$ cat src/rtl/gpi_event_fifo.sv
// Show-ahead event FIFO between an input event source and the CPU GPI port.
// Define GPI_BREAK_FILTER_EN to drop PS/2 break sequences (F0 xx) at the input.
module gpi_event_fifo #(
    parameter int DATA_W = 8,
    parameter int DEPTH  = 16,
    parameter int ADDR_W = 4
) (
    input  logic              clk,
    input  logic              reset,
    input  logic              wr_tick,
    input  logic [DATA_W-1:0] wr_data,
    input  logic              rd_en,
    output logic [DATA_W-1:0] rd_data,
    output logic              empty,
    output logic              full,
    output logic [ADDR_W:0]   count,
    output logic              overflow,
    input  logic              clr_ovf
);

    localparam logic [ADDR_W:0] FULL_CNT = (ADDR_W + 1)'(DEPTH);

    logic [DATA_W-1:0] mem [DEPTH];
    logic [ADDR_W-1:0] wp;
    logic [ADDR_W-1:0] rp;
    logic              wr_acc;
    logic              push;
    logic              pop;
    logic              ovf_set;

`ifdef GPI_BREAK_FILTER_EN
    typedef enum logic {
        IDLE,
        BRK
    } flt_e;

    flt_e flt_q;
    flt_e flt_d;

    always_ff @(posedge clk) begin
        if (reset) flt_q <= IDLE;
        else       flt_q <= flt_d;
    end

    always_comb begin
        flt_d = flt_q;
        if (wr_tick) begin
            unique case (flt_q)
                IDLE: if (wr_data[7:0] == 8'hF0) flt_d = BRK;
                BRK:  flt_d = IDLE;
            endcase
        end
    end

    // Both the F0 prefix and the code following it are swallowed.
    always_comb begin
        wr_acc = 1'b0;
        if (wr_tick)
            wr_acc = (flt_q == IDLE) && (wr_data[7:0] != 8'hF0);
    end
`else
    assign wr_acc = wr_tick;
`endif

    assign empty   = (count == '0);
    assign full    = (count == FULL_CNT);
    assign pop     = rd_en && !empty;
    assign push    = wr_acc && (!full || rd_en);
    assign ovf_set = wr_acc && full && !rd_en;
    assign rd_data = empty ? '0 : mem[rp];

    // Storage is deliberately left out of reset.
    always_ff @(posedge clk) begin
        if (push) mem[wp] <= wr_data;
    end

    always_ff @(posedge clk) begin
        if (reset) begin
            wp    <= '0;
            rp    <= '0;
            count <= '0;
        end else begin
            if (push) wp <= wp + ADDR_W'(1);
            if (pop)  rp <= rp + ADDR_W'(1);
            if (push && !pop)
                count <= count + (ADDR_W + 1)'(1);
            else if (pop && !push)
                count <= count - (ADDR_W + 1)'(1);
        end
    end

    always_ff @(posedge clk) begin
        if (reset)        overflow <= 1'b0;
        else if (ovf_set) overflow <= 1'b1;
        else if (clr_ovf) overflow <= 1'b0;
    end

endmodule
$ cat config.mk
export PLATFORM = sky130hd
export DESIGN_NAME = gpi_event_fifo
export DESIGN_NICKNAME = d
export VERILOG_FILES = /design/src/rtl/gpi_event_fifo.sv
export SDC_FILE = /design/constraint.sdc
export NUM_CORES = 1
export LEC_CHECK = 0
export BUFFER_PORTS_ARGS = -buffer_cell sky130_fd_sc_hd__buf_2
export CORE_MARGIN = 8
export CORE_UTILIZATION = 45
export CTS_BUF_LIST = sky130_fd_sc_hd__clkbuf_4
export DETAILED_ROUTE_END_ITERATION = 6
export GPL_TIMING_DRIVEN = 0
export SYNTH_ARGS = -nofsm -noshare
export SYNTH_HDL_FRONTEND = slang
export SYNTH_SLANG_ARGS = --single-unit
$ cat constraint.sdc
create_clock -name clk -period 3.8 [get_ports clk]
set_clock_uncertainty 0.2 [all_clocks]
set_input_delay 0.76 -clock clk [delete_from_list [all_inputs] [get_ports clk]]
set_output_delay 0.76 -clock clk [all_outputs]
set_load 0.02 [all_outputs]
Word-level counts from Yosys, hierarchy flattened --
Memory sizes are Yosys's and may differ from the RTL's. A register that Yosys moved wholly into a read port is not among the register bits. Cells that the tools add are included.
Word-level totals: word-level logic and storage cells 34, input bits 13, memories 1, output and inout port bits 16, bits in writable memories 128, register bits after elaboration 14
Cells by class: multiplexer cells 9, reduce and logical (&&, ||, !) cells 15, equal/unequal tests 1, add/subtract/negate cells 4
Memories:
- mem | depth 16, width 8, read ports 1, clocked after Yosys merged registers in 1, wr ports 1, RTL line 23 | logic [DATA_W-1:0] mem [DEPTH];
Operators with widths (number):
- $mux 5 | 2
- $add 4x1->4 const B | 2
- $mux 4 | 2
- $mux 8 | 1
- $logic_and 1x1->1 | 6
- $add 5x1->5 const B | 1
- $eq 5x5->1 const B | 1
- $logic_not 1->1 | 5
- $logic_not 5->1 | 1
- $sub 5x1->5 const B | 1
- $mux 1 | 4
- $reduce_bool 2->1 | 2
- $logic_or 1x1->1 | 1

Depth between registers and ports, before layout --
depth in word-level cells 8, mapped depth 11, depth with buffers taken out 9

Least setup slack after synthesis --
No wires, ideal clock.
path type reg-to-reg, from register count[0], to register count[4], buffers on the path 2, required time 3.479 ns, setup slack 0.672 ns, setup time 0.121 ns, arrival time 2.807 ns, stages on the path, launching flop included 12, path through dfxtp_1 or4_4 buf_6 o31a_1 buf_6 ha_1 inv_1 ha_1 a21oi_1 a211oi_1 a31oi_1 mux2_2
Between the ends: cells in the longest elaborated chain, start to end 7, elaborated cells between the ends (all ways) 16, classes of those cells add/sub (2); eq/ne (1); mux (2); reduce/logical (11)
Ends and longest elaborated chain:
- start, declared | RTL line 16 | output logic [ADDR_W:0] count,
- start signal, assigned | RTL line 86 | count <= count + (ADDR_W + 1)'(1);
- start signal, assigned | RTL line 88 | count <= count - (ADDR_W + 1)'(1);
- $eq 5x5->1 * | RTL line 66 | assign full = (count == FULL_CNT);
- $logic_not 1->1 * | RTL line 68 | assign push = wr_acc && (!full || rd_en);
- $logic_or 1x1->1 * | RTL line 68
- $logic_and 1x1->1 * | RTL line 68
- named net push | RTL line 27 | logic push;
- $logic_not 1->1 | RTL line 87 | else if (pop && !push)
- $logic_and 1x1->1 | RTL line 87
- $reduce_bool 2->1 (no line)
The timed path passes the listed nets; every way through them passes the cells marked *. The select of a mux whose other input is x is not followed. A chain may end at the register's enable or synchronous reset.

==> reports/metrics.cfg <==
[outcome]
outcome=complete, no violations

[timing]
fmax_mhz=278.7
finalSetupViolCount=0
rsz0062_at_grt=no
period_share_pct=94.41
final_hold_viol_count=0
max_slew_margin_pct=38.08
finalMaxSlewViolations=0
tightest_slew_ns=0.9255
fin_crit_ns=3.588
tns_ns=0

[setup_path]
cp_top_family=buffers and inverters
worstSetupPathType=register to primary output
crit_chain=buf_2 -> clkbuf_4 -> buf_2 -> mux4_2 -> mux2i_1 -> a211oi_1 -> buf_2
end_kind=primary output
crit_path_max_fanout=10
crit_path_top_delay_cell=a211oi_1
start_kind=register
cp.required_ns=2.84
timing.critical_path.mode_cell=buf_2
critPathMaxStageDelay_ns=0.43
crit_arrival_ns=2.63
path_buf_inv=4

[synth]
ys_types=37
avgSynthCellArea_um2=18.34
yosysSeqAreaShare_pct=71.43
ys_seq_elements=146
synth_warnings=0
syn_area_um2=5886
syn_inst=321
synthesis.nets=344

[grt]
antenna_found_initial=0
grt_pass1_vias=3156
grt_usage_pct=14.34
gr-total-overflow=0
grt_max_degree=17
grt_pass1_wl_um=17780

[floorplan]
num_io_pins=29
die_h_um=130.4
die_area_um2=17000
initial_core_util_pct=46.26
dieWidth_um=130.4
rows=41
core_um2=12720

[routing]
first_pass_iters=4
drtIter0Drc=240
ant_nets=0
remaining_drc_errors=0
viasPerCell=5.342
num_vias=2954
wl_um=11130
wl_per_cell_um=20.12

[cells_and_area]
nFillCells=1093
area_growth_pct=11.08
final_cell_mix=128 x edfxtp_1, 34 x buf_2, 32 x nor2_1, 32 x mux4_2
layout_commonest_cell=edfxtp_1
fin_nets=391
diodes=0
drive_gt1_share_pct=27.82

[clock_tree]
cts_root_buf=clkbuf_4
cts.path.max_buffers=2
path_clk_slew_ns=0.13
clock-sinks=146
htreeDepth=4
cts_inserted_buffers=17
clk-insertion-delay-late_ns=0.53
cts_tree=done

[power_and_ir_drop]
ir_worst_vdd_mv=0.3182
powerDensity_nw_per_um2=600.1
finalPower_mw=3.923
p_leak_nw=2.145

[placed_design]
io_buffer_count=27
post-dp-hpwl_um=7442
gp_congestion=0.7312

[worst_hold_path]
hold_class=primary input to register

[job]
maxCapViolCount=0

[cells in the mapped netlist]
| cell | number | area (um2) |
|---|---|---|
| edfxtp_1 | 128 | 3844 |
| mux4_2 | 32 | 720.7 |
| nor2_1 | 32 | 120.1 |
| dfxtp_1 | 18 | 360.4 |
| a211oi_1 | 17 | 127.6 |
| mux2i_1 | 11 | 110.1 |
| nor2b_1 | 10 | 62.56 |
| ha_1 | 9 | 112.6 |
| buf_2 | 6 | 30.03 |
| buf_1 | 5 | 18.77 |
| clkbuf_1 | 5 | 18.77 |
| nand2_1 | 5 | 18.77 |
| nor3_1 | 5 | 25.02 |
| xor2_1 | 5 | 43.79 |
| a21oi_1 | 4 | 20.02 |
| inv_1 | 4 | 15.01 |
| buf_6 | 2 | 22.52 |
| nand2b_1 | 2 | 12.51 |
| o211ai_1 | 2 | 15.01 |
| xnor2_1 | 2 | 17.52 |
| a21o_1 | 1 | 7.510 |
| a31oi_1 | 1 | 6.260 |
| and3_1 | 1 | 6.260 |
| buf_4 | 1 | 7.510 |
| clkbuf_2 | 1 | 5.000 |
| fa_1 | 1 | 20.02 |
| mux2_1 | 1 | 11.26 |
| mux2_2 | 1 | 11.26 |
| nand3_1 | 1 | 5.000 |
| nand4_2 | 1 | 12.51 |
| nor4_1 | 1 | 6.260 |
| nor4bb_1 | 1 | 10.01 |
| o21ai_2 | 1 | 8.760 |
| o311ai_4 | 1 | 26.28 |
| o31a_1 | 1 | 8.760 |
| or3_1 | 1 | 6.260 |
| or4_4 | 1 | 11.26 |
[per-stage QoR]
step | setup slack (ns) | util (%) | instances | hold WS (ns) | instance area, um2
5_1_grt | 0.05221 | 51.39 | 553 | 0.2983 | 6538
6_report | 0.2124 | 51.39 | 553 | 0.3129 | 6538
3_3_place_gp | 0.5664 | 49.02 | 520 | 0.3056 | 6236
2_1_floorplan | 0.6718 | - | 321 | 0.2847 | 5886
4_1_cts | 0.02218 | 51.31 | 553 | 0.2634 | 6528
3_5_place_dp | 0.5361 | 49.13 | 521 | 0.3281 | 6251
[where the power goes]
| group | switching [mW] | total (mW) | leakage (nW) | internal, mW |
|---|---|---|---|---|
| clock | 0.533 | 0.971 | 0.148 | 0.438 |
| sequential | 0.0476 | 1.86 | 1.30 | 1.81 |
| combinational | 0.622 | 1.09 | 0.694 | 0.468 |
| total | 1.20 | 3.92 | 2.14 | 2.72 |
[final timing paths]
check                           slack (ns)     start    endpoint  cells past startpoint
worst min-delay path                  0.31   clr_ovf    overflow                      4
worst min register to register        0.35     rp[3]       rp[3]                      2
worst max-delay path                  0.21  register  rd_data[0]                      7
worst max register to register        0.57  count[0]    count[4]                     11
[cell type report]
class / instances / area, um2 / share of cell area, %
multi-input combinational: 151 / 1579 / 24.15
sequential: 146 / 4204 / 64.31
clock inverter: 15 / 147.6 / 2.258
clock buffer: 17 / 127.6 / 1.952
tap: 172 / 215.2 / 3.292
timing repair buffer: 28 / 140.1 / 2.144
inverter: 4 / 15.01 / 0.2297
buffer: 20 / 108.9 / 1.665
[per-layer routing]
layer | global-route usage (%) | up-vias | part of all wire, %
li1 | - | 1371 | -
met1 | 18.38 | 1513 | 46
met2 | 22.73 | 60 | 48
met3 | 4.529 | 10 | 4.4
met4 | 4.794 | 0 | 0.85
met5 | 0 | - | 0
[cells by family (layout without fill, tap and decap cells)]
| logic type | after synthesis | in the layout | share of synthesized area (%) |
|---|---|---|---|
| buf+inv | 24 | 84 | 1.998 |
| simple gates | 61 | 61 | 5.038 |
| mux | 45 | 45 | 14.50 |
| compound gates | 28 | 28 | 3.742 |
| flops | 146 | 146 | 71.43 |
| fa+ha+maj | 10 | 10 | 2.253 |
| xor+xnor | 7 | 7 | 1.042 |
[state kept, by name, indices dropped and copies added, names as in the netlist, named ones only]
register	flops
count	5
mem	128
overflow	1
rp	4
wp	4
[worst min-delay path, delay by kind of cell]
family	cells	cell delay, ns
simple gates	2	0.07
buf+inv	1	0.08
compound gates	1	0.11
[timing repair]
action,CTS,global route
gates resized for setup,1,5
pin swaps,0,0
endpoints found under the setup margin,4,4
hold buffers,0,0
setup buffers,0,0
hold endpoints to repair,0,0
(Power assumes the default switching activity.)
